## config.mk

```make
export PLATFORM = sky130hd
export DESIGN_NAME = uart_tx_serializer_flat
export DESIGN_NICKNAME = d
export VERILOG_FILES = /design/src/rtl/uart_tx_serializer_if.sv /design/src/rtl/uart_tx_serializer.sv /design/src/flat_wrapper.sv
export SDC_FILE = /design/constraint.sdc
export NUM_CORES = 1
export LEC_CHECK = 0
export CORE_MARGIN = 1
export CORE_UTILIZATION = 51
export CTS_CLUSTER_SIZE = 16
export DETAILED_ROUTE_END_ITERATION = 8
export GPL_TIMING_DRIVEN = 0
export HOLD_SLACK_MARGIN = 0.12
export PLACE_DENSITY_LB_ADDON = 0.2
export SYNTH_ARGS = -nofsm -noshare
export SYNTH_HDL_FRONTEND = slang
export SYNTH_SLANG_ARGS = --single-unit
```

## constraint.sdc

```tcl
create_clock -name clk -period 1.8 [get_ports clk]
set_input_delay 0.36 -clock clk [delete_from_list [all_inputs] [get_ports clk]]
set_output_delay 0.36 -clock clk [all_outputs]
set_load 0.01 [all_outputs]
```

## src/rtl/uart_tx_serializer_if.sv

```systemverilog
// Byte-transmit handshake between the debug interface and the UART serializer.
//   i_tx_start : one-cycle start request from the debug side
//   i_data     : byte to send, sampled by the serializer on its accept cycle
//   o_tx       : serial line towards the board pin (idle high)
//   o_txDone   : one-cycle end-of-frame pulse back to the debug side
//   o_busy     : frame in flight (accept cycle through the cycle before o_txDone)
// master = debug-interface side, slave = serializer side.
interface uart_tx_serializer_if #(
   parameter int NB_DATA = 8
);
   logic               i_tx_start;
   logic [NB_DATA-1:0] i_data;
   logic               o_tx;
   logic               o_txDone;
   logic               o_busy;

   modport master (
      output i_tx_start,
      output i_data,
      input  o_tx,
      input  o_txDone,
      input  o_busy
   );

   modport slave (
      input  i_tx_start,
      input  i_data,
      output o_tx,
      output o_txDone,
      output o_busy
   );
endinterface

```

## src/rtl/uart_tx_serializer.sv

```systemverilog
// UART transmitter: latches a byte on the accept cycle and sends
// start bit, LSB-first data, optional parity bit and stop on o_tx.
// Frame timing is exact in clk cycles: the baud divider restarts on accept.
//   clk   : system clock
//   i_rst : asynchronous, active-high reset
//   bus   : slave side of uart_tx_serializer_if (start/data in, tx/done/busy out)
//
// state    | meaning
// ---------+---------------------------------------------------
// S_IDLE   | line high, waiting for i_tx_start
// S_START  | start bit (low) for OVERSAMPLE ticks
// S_DATA   | data bits LSB first, OVERSAMPLE ticks each
// S_PARITY | parity bit for OVERSAMPLE ticks (only when enabled)
// S_STOP   | line high for NB_STOP ticks, then done pulse
module uart_tx_serializer #(
   parameter int NB_DATA    = 8,
   parameter int NB_STOP    = 16,
   parameter int OVERSAMPLE = 16,
   parameter int BAUD_DIV   = 326,
   parameter int PARITY     = 0
) (
   input  logic                 clk,
   input  logic                 i_rst,
   uart_tx_serializer_if.slave  bus
);

   localparam int  BAUD_W = $clog2(BAUD_DIV + 1);
   localparam int  OS_MAX = (OVERSAMPLE > NB_STOP) ? OVERSAMPLE : NB_STOP;
   localparam int  OS_W   = $clog2(OS_MAX + 1);
   localparam int  BIT_W  = $clog2(NB_DATA + 1);
   // Only 1 (even) and 2 (odd) add a parity bit; anything else sends none.
   localparam bit  PAR_EN  = (PARITY == 1) || (PARITY == 2);
   localparam bit  PAR_ODD = (PARITY == 2);

   localparam logic [BAUD_W-1:0] BAUD_LAST = BAUD_W'(BAUD_DIV - 1);
   localparam logic [OS_W-1:0]   BIT_TLAST = OS_W'(OVERSAMPLE - 1);
   localparam logic [OS_W-1:0]   STOP_LAST = OS_W'(NB_STOP - 1);
   localparam logic [BIT_W-1:0]  DATA_LAST = BIT_W'(NB_DATA - 1);

   typedef enum logic [2:0] {
      S_IDLE,
      S_START,
      S_DATA,
      S_PARITY,
      S_STOP
   } state_t;

   state_t              state_q, state_d;
   logic [BAUD_W-1:0]   baud_q, baud_d;
   logic [OS_W-1:0]     os_q, os_d;
   logic [BIT_W-1:0]    bit_q, bit_d;
   logic [NB_DATA-1:0]  shreg_q, shreg_d;
   logic                par_q, par_d;
   logic                tx_q, tx_d;
   logic                busy_q, busy_d;
   logic                done_q, done_d;

   logic                tick;
   logic                bit_end;
   logic                stop_end;
   logic [NB_DATA-1:0]  shreg_shift;

   always_comb begin
      state_d     = state_q;
      baud_d      = baud_q;
      os_d        = os_q;
      bit_d       = bit_q;
      shreg_d     = shreg_q;
      par_d       = par_q;
      tx_d        = tx_q;
      busy_d      = busy_q;
      done_d      = 1'b0;
      shreg_shift = shreg_q >> 1;

      tick     = (baud_q == BAUD_LAST);
      bit_end  = tick && (os_q == BIT_TLAST);
      stop_end = tick && (os_q == STOP_LAST);

      // Divider and oversample counter only run while a frame is in flight;
      // in IDLE they sit at zero so the accept edge is the timing origin.
      if (state_q != S_IDLE) begin
         baud_d = tick ? '0 : baud_q + BAUD_W'(1);
         if (tick) begin
            os_d = os_q + OS_W'(1);
         end
      end

      unique case (state_q)
         S_IDLE: begin
            tx_d = 1'b1;
            if (bus.i_tx_start) begin
               state_d = S_START;
               baud_d  = '0;
               os_d    = '0;
               bit_d   = '0;
               shreg_d = bus.i_data;
               par_d   = PAR_ODD ? ~^bus.i_data : ^bus.i_data;
               tx_d    = 1'b0;
               busy_d  = 1'b1;
            end
         end

         S_START: begin
            if (bit_end) begin
               state_d = S_DATA;
               os_d    = '0;
               tx_d    = shreg_q[0];
            end
         end

         S_DATA: begin
            if (bit_end) begin
               os_d = '0;
               if (bit_q == DATA_LAST) begin
                  bit_d = '0;
                  if (PAR_EN) begin
                     state_d = S_PARITY;
                     tx_d    = par_q;
                  end else begin
                     state_d = S_STOP;
                     tx_d    = 1'b1;
                  end
               end else begin
                  bit_d   = bit_q + BIT_W'(1);
                  shreg_d = shreg_shift;
                  tx_d    = shreg_shift[0];
               end
            end
         end

         S_PARITY: begin
            if (bit_end) begin
               state_d = S_STOP;
               os_d    = '0;
               tx_d    = 1'b1;
            end
         end

         S_STOP: begin
            if (stop_end) begin
               state_d = S_IDLE;
               os_d    = '0;
               baud_d  = '0;
               busy_d  = 1'b0;
               done_d  = 1'b1;
               tx_d    = 1'b1;
            end
         end

         default: begin
            state_d = S_IDLE;
            tx_d    = 1'b1;
            busy_d  = 1'b0;
         end
      endcase
   end

   always_ff @(posedge clk or posedge i_rst) begin
      if (i_rst) begin
         state_q <= S_IDLE;
         baud_q  <= '0;
         os_q    <= '0;
         bit_q   <= '0;
         shreg_q <= '0;
         par_q   <= 1'b0;
         tx_q    <= 1'b1;
         busy_q  <= 1'b0;
         done_q  <= 1'b0;
      end else begin
         state_q <= state_d;
         baud_q  <= baud_d;
         os_q    <= os_d;
         bit_q   <= bit_d;
         shreg_q <= shreg_d;
         par_q   <= par_d;
         tx_q    <= tx_d;
         busy_q  <= busy_d;
         done_q  <= done_d;
      end
   end

   assign bus.o_tx     = tx_q;
   assign bus.o_txDone = done_q;
   assign bus.o_busy   = busy_q;

endmodule

```

## src/flat_wrapper.sv

```systemverilog
// flat-port wrapper written by rule: the top's interface ports become plain ports
module uart_tx_serializer_flat 
#(
   parameter int NB_DATA    = 8,
   parameter int NB_STOP    = 16,
   parameter int OVERSAMPLE = 16,
   parameter int BAUD_DIV   = 326,
   parameter int PARITY     = 0
)
  (clk, i_rst, bus_i_tx_start, bus_i_data, bus_o_tx, bus_o_txDone, bus_o_busy);
  uart_tx_serializer_if #(.NB_DATA(NB_DATA)) bus_i ();
  input  logic clk;
  input  logic i_rst;
  input wire logic [$bits(bus_i.i_tx_start)-1:0] bus_i_tx_start;
  input wire logic [$bits(bus_i.i_data)-1:0] bus_i_data;
  output wire logic [$bits(bus_i.o_tx)-1:0] bus_o_tx;
  output wire logic [$bits(bus_i.o_txDone)-1:0] bus_o_txDone;
  output wire logic [$bits(bus_i.o_busy)-1:0] bus_o_busy;
  assign bus_i.i_tx_start = bus_i_tx_start;
  assign bus_i.i_data = bus_i_data;
  assign bus_o_tx = bus_i.o_tx;
  assign bus_o_txDone = bus_i.o_txDone;
  assign bus_o_busy = bus_i.o_busy;
  uart_tx_serializer #(.NB_DATA(NB_DATA), .NB_STOP(NB_STOP), .OVERSAMPLE(OVERSAMPLE), .BAUD_DIV(BAUD_DIV), .PARITY(PARITY)) u_core (.clk(clk), .i_rst(i_rst), .bus(bus_i));
endmodule
```

# Yosys cells after proc, flatten, opt, wreduce, memory -nomap -nowiden
# Index checks and enable logic that the tools add are counted.
[word_totals] register_bits=32 out_inout_bits=3 elab_cells=75
[op_classes] addsub=3 n_eq_ne=15 mux=36 bitwise=1 reduce_logical=12
[ops] operator="$mux 9" count=4
[ops] operator="$mux 8" count=3
[ops] operator="$mux 5" count=4
[ops] operator="$mux 3" count=6
[ops] operator="$pmux 9 s2" count=1
[ops] operator="$pmux 8 s2" count=1
[ops] operator="$pmux 3 s5" count=1
[ops] operator="$mux 4" count=3
[ops] operator="$ne 2x1->1 const B" count=6
[ops] operator="$pmux 5 s2" count=1
[ops] operator="$add 9x1->9 const B" count=1
[ops] operator="$eq 9x9->1 const B" count=1
[ops] operator="$mux 1" count=9
[ops] operator="$reduce_and 3->1" count=3
[ops] operator="$pmux 4 s2" count=1
[ops] operator="$eq 3x2->1 const B" count=2
[ops] operator="$reduce_and 6->1" count=1
[ops] operator="$add 5x1->5 const B" count=1
[ops] operator="$eq 5x4->1 const B" count=1
[ops] operator="$add 4x1->4 const B" count=1
[ops] operator="$eq 4x3->1 const B" count=1
[ops] operator="$ne 2x2->1 const B" count=2
[ops] operator="$pmux 1 s4" count=1
[ops] operator="$reduce_and 4->1" count=1
[ops] operator="11 further kinds" count=11

# Logic depth before layout (Yosys ltp)
[logic_depth] ltp_word=5 ltp_mapped=6

# Worst setup path before layout
# Ideal clock, no wire load.
[synth_path] path_kind="register to register" start="register u_core.os_q[0]" end="register u_core.shreg_q[0]" setup_time_ns=0.125 arrival_time_ns=1.666 required_time_ns=1.675 slack_ns=0.009 stages_incl_launch_ff=7 synth_period_minus_slack_ns=1.791 cell_sequence="dfrtp_1 -> ha_1 -> and3_1 -> ha_1 -> nand3_2 -> o21ai_4 -> mux2_2"
[synth_between] elab_chain_len=4
[synth_lines] item="from (decl)" line_no="uart_tx_serializer.sv:50" source="logic [OS_W-1:0] os_q, os_d;"
[synth_lines] item="from (signal assigned)" line_no="uart_tx_serializer.sv:172" source="os_q <= os_d;"
[synth_lines] item="$eq 5x4->1" line_no="uart_tx_serializer.sv:76" source="bit_end = tick && (os_q == BIT_TLAST);"
[synth_lines] item="$logic_and 1x1->1" line_no="uart_tx_serializer.sv:76"
[synth_lines] item="$ne 2x1->1 (no source line)"
[synth_lines] item="$reduce_and 4->1 (no source line)"
[synth_lines] item="to (signal assigned)" line_no="uart_tx_serializer.sv:174" source="shreg_q <= shreg_d;"
[synth_lines] item="to (decl)" line_no="uart_tx_serializer.sv:52" source="logic [NB_DATA-1:0] shreg_q, shreg_d;"
# No other way between the ends.
# A chain may end at the register's enable or synchronous reset.

# Final worst setup path
[layout_path] start="register u_core.baud_q[1]" end="register u_core.shreg_q[0]"
[layout_between] elab_chain_len=4
[layout_lines] item="from (decl)" line_no="uart_tx_serializer.sv:49" source="logic [BAUD_W-1:0] baud_q, baud_d;"
[layout_lines] item="from (signal assigned)" line_no="uart_tx_serializer.sv:171" source="baud_q <= baud_d;"
[layout_lines] item="$eq 9x9->1" line_no="uart_tx_serializer.sv:75" source="tick = (baud_q == BAUD_LAST);"
[layout_lines] item="$logic_and 1x1->1" line_no="uart_tx_serializer.sv:76"
[layout_lines] item="$ne 2x1->1 (no source line)"
[layout_lines] item="$reduce_and 4->1 (no source line)"
# No other way between the ends.

==> flow_summary_export.csv <==
group,metric,value,unit
status,outcome,"completed",
global_route,track_usage,0.229,
finish,utilization,0.694,
worst_setup_path,crit_required,2.02,ns
finish,fin_area,2170,um^2
clocking,path_clk_slew,0.10,ns
sta,period_share,0.995,
synth,synthCells,163,
sta,timing.fmax,558,MHz
finish,diodes,0,
finish,final_common_cell,"dfrtp_1",
pwr,max-vdd-ir-drop,0.636,mV
clocking,htree_levels,2,
synth,synth_top_family_by_area,"simple AND/OR/NAND/NOR gates",
placed_design,place_area,1910,um^2
clocking,clock_latency,0.33,ns
clocking,cts.path.max_buffers,2,
global_route,grt_overflow,0,
placed_design,gp_congestion,0.769,
worst_setup_path,crit_path_end,"u_core.shreg_q[0]$_DFFE_PP0P_",
worst_setup_path,critical_path_depth,7,
worst_setup_path,critPathKind,"register to register",
die,die_width,60.1,um
sta,relSlewSlack,0.735,
global_route,grt_max_degree,33,
worst_setup_path,rrSetupSlack,0.008,ns
route,wl_per_cell,14.5,um
pwr,power,0.00186,W
pwr,p_clk_frac,0.237,
synth,syn_area_per_cell,10.6,um^2
synth,ys_seq_elements,32,
worst_setup_path,crit_fanout,8,
worst_setup_path,crit_start,"u_core.baud_q[1]$_DFF_PP0_",
clocking,clock-root-buffer,"clkbuf_4",
route,drt_pass1_iterations,4,
synth,synth_compound_area_frac,0.0987,
clocking,postCtsHoldBufs,0,
synth,synth_xor_area_frac,0.0406,
synth,synth_simple_gate_area_frac,0.229,
die,io_pins,14,
synth,synth_edf_count,0,
placed_design,hpwl,2.28,mm
synth,synth_flop_cell,"dfrtp_1",
worst_setup_path,critPathLaunchType,"register",
route,wirelength,3.46,mm
pwr,p_leak,0.944,nW
route,num_vias,1342,
worst_setup_path,setup.worst_path.end_class,"register",
pwr,p_sw,0.000549,W
worst_setup_path,cp_cell_sequence,"inv_2 > ha_4 > and4bb_4 > nand3_4 > o21ai_4 > buf_12 > mux2_4",
route,drtAntennaViolNets,0,
worst_setup_path,path_buf_inv,2,
worst_setup_path,cp_top_family,"simple AND/OR/NAND/NOR gates",
die,start_util,0.551,
worst_setup_path,rr_worst_depth,7,
clocking,tritoncts,"yes",
finish,fin_nets,210,
pwr,power_switching_share,0.296,
synth,synthMuxAreaShare,0.108,
finish,syn_to_final_growth,25.8,%
clocking,cts_made_buffers,5,
sta,tightest_slew,0.396,ns
synth,synth-async-reset-ratio,1.00,
worst_setup_path,critPathSlowestCell,"dfrtp_1",
route,drc,0,
sta,finalWorstPathRequiredPeriod,1.79,ns
synth,ys.warnings.count,0,
global_route,antenna_found_initial,0,
worst_setup_path,crit_arrival,2.01,ns
worst_setup_path,slowest_delay,0.41,ns
route,drt_iter0_markers,74,
synth,synth_cell_types,40,
pwr,intPower,0.00131,W
synth,syn_area,1720,um^2
finish,layout_common_cells,"dfrtp_1 (31), nand2_1 (13), nor2_1 (12), clkdlybuf4s50_1 (12)",
clocking,cts.sinks,32,
placed_design,io_buffers,13,
route,viasPerCell,5.62,
sta,setup_viol,0,
worst_hold_path,hp-class,"primary input to asynchronous set/reset pin",
global_route,grt_pass1_wl,6.00,mm
synth,yosysSeqAreaShare,0.465,
pwr,seqPwrFrac,0.522,
synth,synthAdderAreaFrac,0.0363,
die,dieArea,3620,um^2
synth,synth_nets,179,
global_route,first_global_vias,1370,
die,design.core.area,3130,um^2
pwr,combPwrFrac,0.241,
worst_setup_path,r2r_start,"u_core.baud_q[1]$_DFF_PP0_",
pwr,p_per_area,856,nW/um^2
sta,skew,0.00618,ns
sta,hold_viol,0,
sta,fin_hold_ws,0.225,ns
job,cap_violations,0,
finish,drive_gt1_frac,0.277,
die,die_y,60.1,um
sta,rsz0062_at_grt,"yes",
sta,slew_violations,0,
die,rows,20,
worst_setup_path,reg2reg_to,"u_core.shreg_q[0]$_DFFE_PP0P_",
[cell families (layout without fill, tap and decap cells)]
logic type,Yosys count,after routing
buf+inv,9,41
flops,32,32
mux,17,17
compound gates,24,24
xor+xnor,8,8
fa+ha+maj,5,5
simple gates,68,68
[sequential cells by signal, indices dropped and copies added (netlist names)]
signal and flops:
u_core.bus.o_busy 1, u_core.state_q 3, u_core.os_q 5, u_core.bit_q 4, u_core.bus.o_tx 1, u_core.baud_q 9
u_core.bus.o_txDone 1, u_core.shreg_q 8
[how the worst min path moves through the flow]
| stage | depth (start not counted) | from | endpoint | slack (ns) |
|---|---|---|---|---|
| floorplan | 1 | u_core.bit_q[3]$_DFFE_PP0P_ | u_core.bit_q[3]$_DFFE_PP0P_ | 0.46 |
| global route | 2 | i_rst | u_core.baud_q[6]$_DFF_PP0_ | 0.24 |
| global placement | 1 | u_core.bit_q[3]$_DFFE_PP0P_ | u_core.bit_q[3]$_DFFE_PP0P_ | 0.49 |
| detailed placement | 1 | u_core.bit_q[3]$_DFFE_PP0P_ | u_core.bit_q[3]$_DFFE_PP0P_ | 0.49 |
| CTS | 1 | u_core.bit_q[3]$_DFFE_PP0P_ | u_core.bit_q[3]$_DFFE_PP0P_ | 0.51 |
| finish | 2 | i_rst | u_core.baud_q[6]$_DFF_PP0_ | 0.23 |
[power groups by stage]
stage,combinational [W],sequential (W),clock [W]
4_1_cts,0.000392,0.000961,0.000451
6_report,0.000448,0.000969,0.000439
5_1_grt,0.000502,0.000987,0.000479
3_3_place_gp,0.000346,0.000971,0
3_5_place_dp,0.000356,0.000980,0
2_1_floorplan,0.000257,0.000954,0
[area by class of cell]
class,instances,area (um^2)
clock buffers,8,58.8
multi-input cells,122,971
flip-flops and latches,32,802
plain buffers,4,20.0
well taps,44,55.1
repair buffers,24,244
inverters,5,18.8
fillers,255,958
[metrics by stage]
step                      cells  TNS [ns]  worst slack, ns
after detailed placement    220     -3.49           -0.245
final                       239         0          0.00823
after global routing        239    -0.343          -0.0703
after global placement      220     -3.26           -0.264
after CTS                   236         0          0.00646
after floorplan             163         0          0.00932
[routing by layer]
layer  share of wire  wire length, um  GRT usage  vias up
met2            0.49             1700      0.363       27
met4          0.0078               27      0.113        0
met1            0.46             1590      0.281      658
li1                -                -          -      653
met5               0                0          0        -
met3           0.041              143     0.0693        4
[cells in the mapped netlist, drive strengths merged (2+ instances only)]
cell type	n	area (um^2)
dfrtp	31	776
nand2	14	52.6
mux2	13	146
nor2	12	45.0
nand3	10	67.6
nor3	7	35.0
o21ai	6	41.3
a21oi	5	25.0
and3	5	33.8
ha	5	62.6
inv	5	18.8
xor2	5	43.8
mux2i	4	40.0
nand4	4	25.0
buf	3	15.0
nand3b	3	22.5
nor2b	3	18.8
o31ai	3	22.5
xnor2	3	26.3
a22oi	2	15.0
a31oi	2	12.5
and4bb	2	32.5
or3	2	12.5
or4b	2	20.0
[what timing repair did]
action | 4_1_cts | 5_1_grt
setup buffers | 8 | 2
resized for setup | 7 | 18
pin swaps | 2 | 6
setup endpoints to repair | 15 | 19
(Power assumes the default switching activity.)
